==> config.mk <==
export PLATFORM = sky130hd
export DESIGN_NAME = arm_lsu_flat
export DESIGN_NICKNAME = d
export VERILOG_FILES = /design/src/rtl/arm_mem_pkg.sv /design/src/rtl/arm_lsu_if.sv /design/src/rtl/arm_lsu_lane.sv /design/src/rtl/arm_lsu.sv /design/src/flat_wrapper.sv
export SDC_FILE = /design/constraint.sdc
export NUM_CORES = 1
export LEC_CHECK = 0
export ABC_AREA = 1
export ABC_CLOCK_PERIOD_IN_PS = 1800
export BUFFER_PORTS_ARGS = -buffer_cell sky130_fd_sc_hd__buf_4
export CORE_MARGIN = 4
export CORE_UTILIZATION = 35
export CTS_BUF_LIST = sky130_fd_sc_hd__clkbuf_8
export CTS_CLUSTER_SIZE = 10
export DETAILED_ROUTE_END_ITERATION = 10
export GPL_TIMING_DRIVEN = 1
export SYNTH_ARGS = -nofsm -noshare
export SYNTH_HDL_FRONTEND = slang
export SYNTH_HIERARCHICAL = 1
export SYNTH_SLANG_ARGS = --single-unit
==> constraint.sdc <==
create_clock -name clk -period 1.8 [get_ports clk]
set_clock_uncertainty 0.15 [all_clocks]
set_input_delay 0 -clock clk [delete_from_list [all_inputs] [get_ports clk]]
set_output_delay 0 -clock clk [all_outputs]
set_load 0.02 [all_outputs]
==> src/rtl/arm_mem_pkg.sv <==
// arm_mem_pkg: shared encodings and widths for the ARM load/store path.
//   SZ_BYTE/SZ_HALF/SZ_WORD : req_size encodings (3 is illegal)
//   lsu_state_e             : load/store unit FSM states
//   WADDR_W/BADDR_W         : word and byte address widths
package arm_mem_pkg;
    localparam int WADDR_W = 30;
    localparam int BADDR_W = 32;
    localparam logic [1:0] SZ_BYTE = 2'd0;
    localparam logic [1:0] SZ_HALF = 2'd1;
    localparam logic [1:0] SZ_WORD = 2'd2;
    typedef enum logic [2:0] {
        ST_IDLE,
        ST_READ,
        ST_RMW_READ,
        ST_WRITE,
        ST_RESP
    } lsu_state_e;
endpackage

==> src/rtl/arm_lsu_if.sv <==
// arm_lsu_if: request/response and memory-port bundle of the load/store unit.
//   req_*  : execute-stage request handshake and payload
//   resp_* : one-cycle completion pulse with load data and fault flag
//   mem_*  : one port of the word-addressed memory (async read, posedge write)
//   slave  : the LSU side; master : the execute stage plus memory side
interface arm_lsu_if;
    import arm_mem_pkg::*;
    logic               req_valid;
    logic               req_ready;
    logic               req_write;
    logic [1:0]         req_size;
    logic               req_signed;
    logic [BADDR_W-1:0] req_addr;
    logic [31:0]        req_wdata;
    logic               resp_valid;
    logic [31:0]        resp_rdata;
    logic               resp_fault;
    logic [WADDR_W-1:0] mem_addr;
    logic [31:0]        mem_wdata;
    logic               mem_write;
    logic [31:0]        mem_rdata;
    logic               mem_excpt;
    modport slave (
        input  req_valid, req_write, req_size, req_signed, req_addr, req_wdata, mem_rdata, mem_excpt,
        output req_ready, resp_valid, resp_rdata, resp_fault, mem_addr, mem_wdata, mem_write
    );
    modport master (
        output req_valid, req_write, req_size, req_signed, req_addr, req_wdata, mem_rdata, mem_excpt,
        input  req_ready, resp_valid, resp_rdata, resp_fault, mem_addr, mem_wdata, mem_write
    );
endinterface

==> src/rtl/arm_lsu_lane.sv <==
// arm_lsu_lane: big-endian lane logic shared by the load and read-modify-write paths.
//   size/sgn/lane : access width, sign-extend flag, byte address bits [1:0]
//   rword         : word read from memory
//   wdata         : low halfword of the store data
//   ldata         : extracted and extended load value
//   mdata         : rword with the addressed lane(s) replaced by store data
module arm_lsu_lane
    import arm_mem_pkg::*;
(
    input  logic [1:0]  size,
    input  logic        sgn,
    input  logic [1:0]  lane,
    input  logic [31:0] rword,
    input  logic [15:0] wdata,
    output logic [31:0] ldata,
    output logic [31:0] mdata
);
    logic [4:0]  bshift;
    logic [4:0]  hshift;
    logic [7:0]  byte_v;
    logic [15:0] half_v;
    always_comb begin
        // lane 0 sits in bits 31:24, so the bit offset is (3 - lane) * 8
        bshift = {~lane, 3'b000};
        hshift = lane[1] ? 5'd0 : 5'd16;
        byte_v = 8'(rword >> bshift);
        half_v = 16'(rword >> hshift);
        ldata  = size == SZ_BYTE ? {{24{sgn & byte_v[7]}}, byte_v} :
                 size == SZ_HALF ? {{16{sgn & half_v[15]}}, half_v} : rword;
        mdata  = size == SZ_BYTE ? (rword & ~(32'h0000_00FF << bshift)) | ({24'd0, wdata[7:0]} << bshift) :
                 size == SZ_HALF ? (rword & ~(32'h0000_FFFF << hshift)) | ({16'd0, wdata} << hshift) : rword;
    end
endmodule

==> src/rtl/arm_lsu.sv <==
// arm_lsu: load/store unit driving one port of a word-addressed big-endian memory.
//   ALIGN_FAULT : 1 = misaligned half/word requests fault, 0 = low bits ignored
//   clk, rst    : clock and synchronous active-high reset
//   bus         : arm_lsu_if.slave carrying request, response and memory port
module arm_lsu
    import arm_mem_pkg::*;
#(
    parameter bit ALIGN_FAULT = 1'b1
) (
    input logic      clk,
    input logic      rst,
    arm_lsu_if.slave bus
);
    lsu_state_e         state_q, state_d;
    logic [BADDR_W-1:0] addr_q, addr_d;
    logic [1:0]         size_q, size_d;
    logic               signed_q, signed_d;
    logic               fault_q, fault_d;
    logic [31:0]        wdata_q, wdata_d;
    logic [31:0]        rdata_q, rdata_d;
    logic [31:0]        ldata, mdata;
    logic               bad;

    arm_lsu_lane u_lane (
        .size  (size_q),
        .sgn   (signed_q),
        .lane  (addr_q[1:0]),
        .rword (bus.mem_rdata),
        .wdata (wdata_q[15:0]),
        .ldata (ldata),
        .mdata (mdata)
    );

    always_ff @(posedge clk) begin
        if (rst) begin
            state_q  <= ST_IDLE;
            addr_q   <= '0;
            size_q   <= SZ_BYTE;
            signed_q <= 1'b0;
            fault_q  <= 1'b0;
            wdata_q  <= '0;
            rdata_q  <= '0;
        end else begin
            state_q  <= state_d;
            addr_q   <= addr_d;
            size_q   <= size_d;
            signed_q <= signed_d;
            fault_q  <= fault_d;
            wdata_q  <= wdata_d;
            rdata_q  <= rdata_d;
        end
    end

    // wdata_q doubles as the memory write-data register: it holds the store
    // data from accept and is overwritten with the merged word after RMW_READ.
    always_comb begin
        bad      = bus.req_size == 2'd3 ||
                   (ALIGN_FAULT && (bus.req_size == SZ_HALF ? bus.req_addr[0] :
                                    bus.req_size == SZ_WORD && bus.req_addr[1:0] != 2'b00));
        state_d  = state_q;
        addr_d   = addr_q;
        size_d   = size_q;
        signed_d = signed_q;
        fault_d  = fault_q;
        wdata_d  = wdata_q;
        rdata_d  = rdata_q;
        case (state_q)
            ST_IDLE: if (bus.req_valid) begin
                addr_d   = bus.req_addr;
                size_d   = bus.req_size;
                signed_d = bus.req_signed;
                wdata_d  = bus.req_wdata;
                rdata_d  = '0;
                fault_d  = bad;
                state_d  = bad ? ST_RESP : !bus.req_write ? ST_READ :
                           bus.req_size == SZ_WORD ? ST_WRITE : ST_RMW_READ;
            end
            ST_READ: begin
                rdata_d = ldata;
                fault_d = fault_q | bus.mem_excpt;
                state_d = ST_RESP;
            end
            ST_RMW_READ: begin
                wdata_d = mdata;
                fault_d = fault_q | bus.mem_excpt;
                state_d = bus.mem_excpt ? ST_RESP : ST_WRITE;
            end
            ST_WRITE: begin
                fault_d = fault_q | bus.mem_excpt;
                state_d = ST_RESP;
            end
            default: state_d = ST_IDLE;
        endcase
    end

    always_comb begin
        bus.req_ready  = state_q == ST_IDLE;
        bus.resp_valid = state_q == ST_RESP;
        bus.resp_fault = state_q == ST_RESP && fault_q;
        bus.resp_rdata = (state_q == ST_RESP && !fault_q) ? rdata_q : '0;
        // reset gates the strobe combinationally so an interrupted store never commits
        bus.mem_write  = state_q == ST_WRITE && !rst;
        bus.mem_addr   = addr_q[BADDR_W-1:2];
        bus.mem_wdata  = wdata_q;
    end
endmodule
==> src/flat_wrapper.sv <==
// flat-port wrapper written by rule: the top's interface ports become plain ports
module arm_lsu_flat import arm_mem_pkg::*;
#(
    parameter bit ALIGN_FAULT = 1'b1
)
  (clk, rst, bus_req_valid, bus_req_write, bus_req_size, bus_req_signed, bus_req_addr, bus_req_wdata, bus_mem_rdata, bus_mem_excpt, bus_req_ready, bus_resp_valid, bus_resp_rdata, bus_resp_fault, bus_mem_addr, bus_mem_wdata, bus_mem_write);
  arm_lsu_if bus_i ();
  input logic clk;
  input logic rst;
  input wire logic [$bits(bus_i.req_valid)-1:0] bus_req_valid;
  input wire logic [$bits(bus_i.req_write)-1:0] bus_req_write;
  input wire logic [$bits(bus_i.req_size)-1:0] bus_req_size;
  input wire logic [$bits(bus_i.req_signed)-1:0] bus_req_signed;
  input wire logic [$bits(bus_i.req_addr)-1:0] bus_req_addr;
  input wire logic [$bits(bus_i.req_wdata)-1:0] bus_req_wdata;
  input wire logic [$bits(bus_i.mem_rdata)-1:0] bus_mem_rdata;
  input wire logic [$bits(bus_i.mem_excpt)-1:0] bus_mem_excpt;
  output wire logic [$bits(bus_i.req_ready)-1:0] bus_req_ready;
  output wire logic [$bits(bus_i.resp_valid)-1:0] bus_resp_valid;
  output wire logic [$bits(bus_i.resp_rdata)-1:0] bus_resp_rdata;
  output wire logic [$bits(bus_i.resp_fault)-1:0] bus_resp_fault;
  output wire logic [$bits(bus_i.mem_addr)-1:0] bus_mem_addr;
  output wire logic [$bits(bus_i.mem_wdata)-1:0] bus_mem_wdata;
  output wire logic [$bits(bus_i.mem_write)-1:0] bus_mem_write;
  assign bus_i.req_valid = bus_req_valid;
  assign bus_i.req_write = bus_req_write;
  assign bus_i.req_size = bus_req_size;
  assign bus_i.req_signed = bus_req_signed;
  assign bus_i.req_addr = bus_req_addr;
  assign bus_i.req_wdata = bus_req_wdata;
  assign bus_i.mem_rdata = bus_mem_rdata;
  assign bus_i.mem_excpt = bus_mem_excpt;
  assign bus_req_ready = bus_i.req_ready;
  assign bus_resp_valid = bus_i.resp_valid;
  assign bus_resp_rdata = bus_i.resp_rdata;
  assign bus_resp_fault = bus_i.resp_fault;
  assign bus_mem_addr = bus_i.mem_addr;
  assign bus_mem_wdata = bus_i.mem_wdata;
  assign bus_mem_write = bus_i.mem_write;
  arm_lsu #(.ALIGN_FAULT(ALIGN_FAULT)) u_core (.clk(clk), .rst(rst), .bus(bus_i));
endmodule
==> results_dict.tcl <==
set metrics [dict create \
    p_sw_share_pct 38.4 \
    post-place-ws_ns 0.0717 \
    regToRegEndpoint "u_core/bus.mem_wdata[30]" \
    coreArea_um2 19400 \
    placedCellCount 1549 \
    drive_gt1_share_pct 22.3 \
    drtIter0Drc 644 \
    vias 8226 \
    outcome "finished clean" \
    cts_made_buffers 9 \
    clk_pin_slew_ns 0.12 \
    period_needed_ns 1.76 \
    drc 0 \
    r2r_slack_ns 0.09 \
    setup_viol 0 \
    ios 202 \
    crit_arrival_ns 1.61 \
    rsz0062_at_grt "true" \
    leakage_nw 4.81 \
    pwr-share-comb_pct 36.5 \
    fmax_ghz 0.570 \
    ys.flop_type "dfxtp_1" \
    synthesis.nets 1266 \
    drv_slew 0 \
    cp-startpoint "u_core/state_q[1]" \
    num_rows 51 \
    cp-endpoint "bus_resp_rdata[5]" \
    hpwl_um 18100 \
    hold_violations 0 \
    tightest_slew_ns 0.413 \
    layout_setup_ws_ns 0.0446 \
    grt_pass1_wl_um 40600 \
    grt_overflow 0 \
    clock_latency_ns 0.39 \
    powerDensity_nw_per_um2 647 \
    area_delta_synth_final_pct 43.4 \
    crit_required_ns 1.65 \
    synth-edff-count 0 \
    r2r_cells 10 \
    internal-power_mw 3.93 \
    cts_tree "built" \
    synthesis.area_um2 6880 \
    drtPass1Iterations 7 \
    gp_congestion 0.910 \
    cts.root.buffer_cell "clkbuf_8" \
    cp_max_fo 8 \
    start_kind "flip-flop" \
    io_buffers 201 \
    die_area_um2 22000 \
    grt_pass1_vias 7687 \
    h-tree-depth 3 \
    synth_cells 1162 \
    grt.total_usage_pct 22.7 \
    synth_area_leaders "dfxtp_1 30%, nand2_1 20%, nand3_1 15%" \
    antenna_found_initial 0 \
    grt_max_degree 68 \
    clock-sinks 103 \
    tns_ns 0 \
    route.detailed.wl_per_inst_um 15.8 \
    start_util_pct 35.5 \
    async_flop_share_pct 0 \
    post-route-period-util_pct 97.5 \
    wirelength_um 26400 \
    timing.rr.start "u_core/addr_q[1]" \
    relSlewSlack_pct 72.5 \
    maxCapViolations 0 \
    synth.distinct_cells 27 \
    die_w_um 148 \
    ys_seq_area_share_pct 30.0 \
    layout.nets 1497 \
    synth.most_common_cell "nand2_1" \
    cts_max_path_buffers 2 \
    die_height_um 148 \
    num_antenna_cells 0 \
    stdcell_count 1663 \
    yosys.area.top_type "dfxtp_1" \
    synth_commonest_cells "372 x nand2_1, 206 x nand3_1, 136 x inv_1" \
    synth-seq-cells 103 \
    viasPerCell 4.95 \
    antenna_left 0 \
    sequentialPowerShare_pct 39.6 \
    clkPwrFrac_pct 23.9 \
    hold_path.class "in -> reg" \
    crit_type "reg -> out" \
    ir_drop_mv 0.392 \
    power_switching_mw 2.45 \
    synth.avg_cell_area_um2 5.92 \
    end_kind "output pin" \
    synth_top_area_share_pct 30.0 \
    yosysWarnings 6 \
]
## layout by cell type (no fill, tap or decap), types with 5 or more instances in the layout
| master | instances |
|---|---|
| nor2_1 | 18 |
| buf_4 | 222 |
| nor2_4 | 5 |
| buf_6 | 5 |
| dlygate4sd3_1 | 91 |
| clkbuf_8 | 9 |
| nand2_1 | 370 |
| inv_2 | 6 |
| nand4_1 | 39 |
| buf_12 | 14 |
| o21ai_0 | 20 |
| nand3_1 | 206 |
| dfxtp_1 | 96 |
| a21oi_1 | 94 |
| o21ai_1 | 5 |
| inv_1 | 135 |
| nor2_2 | 19 |
| o211ai_1 | 8 |
| dfxtp_2 | 5 |
## state kept, by name, indices dropped and copies added (netlist names)
signal                count
u_core/size_q             2
u_core/rdata_q           32
u_core/signed_q           1
u_core/bus.mem_wdata     32
u_core/fault_q            1
u_core/state_q            3
u_core/addr_q            32
## stage by stage
step / hold slack [ns] / cell area, um2 / power, mW / util (%)
floorplan: 0.0100 / 6880 / 3.88 / -
global placement: 0.130 / 8510 / 4.65 / 43.9
detailed placement: 0.134 / 8510 / 4.65 / 43.9
CTS: 0.00297 / 9620 / 6.35 / 49.6
global route: 0.0540 / 9860 / 6.74 / 50.8
finish: 0.0260 / 9860 / 6.39 / 50.8
## repair_timing
action,4_1_cts,5_1_grt
gates cloned,0,4
hold endpoints to repair,93,0
setup buffers,0,3
hold buffers,91,0
setup endpoints to repair,33,78
resized for setup,3,46
pin swaps,0,2
## layout make-up
type / instances / area, um2
inverter: 146 / 561
timing repair buffer: 336 / 3000
clock inverter: 7 / 71.3
fill: 2060 / 9540
tap: 265 / 332
clock buffer: 9 / 124
multi-input combinational: 797 / 3700
sequential: 103 / 2080
## layer usage
metal | up-vias | global-route usage [%] | routed length (um)
li1 | 4132 | - | -
met1 | 3757 | 30.5 | 11700
met2 | 298 | 37.5 | 12400
met3 | 39 | 4.14 | 1670
met4 | 0 | 6.47 | 576
met5 | - | 0 | 0
## worst max-delay path, cell delays in order (launching register included)
cell and delay, ns:
dfxtp_4 0.37, inv_4 0.07, nand2_4 0.07, nor2_4 0.14, nand2_4 0.12, clkbuf_16 0.20, nor2_1 0.09, buf_4 0.15
## how the worst min path moves through the flow
stage | startpoint | endpoint | slack, ns | depth (start not counted)
floorplan | bus_req_addr[4] | u_core/addr_q[4] | 0.01 | 2
global placement | bus_req_addr[22] | u_core/addr_q[22] | 0.13 | 3
detailed placement | bus_req_addr[31] | u_core/addr_q[31] | 0.13 | 3
CTS | bus_mem_rdata[3] | u_core/rdata_q[3] | 0.003 | 7
global route | bus_mem_rdata[10] | u_core/rdata_q[2] | 0.05 | 7
finish | bus_mem_rdata[3] | u_core/rdata_q[3] | 0.03 | 7
## cell families after synthesis
| group | Yosys count | synth area share (%) |
|---|---|---|
| AO/OA/AOI/OAI | 129 | 9.77 |
| AND/OR/NAND/NOR | 668 | 42.8 |
| buffers and inverters | 262 | 17.5 |
| flip-flops | 103 | 30.0 |
## power groups by stage
stage,combinational (mW),clock (mW),sequential [mW]
final,2.33,1.53,2.53
after CTS,2.24,1.58,2.53
after floorplan,1.25,0,2.63
after detailed placement,2.07,0,2.58
after global routing,2.54,1.65,2.55
after global placement,2.07,0,2.58
Note: power is estimated with default switching activity, not from simulation.
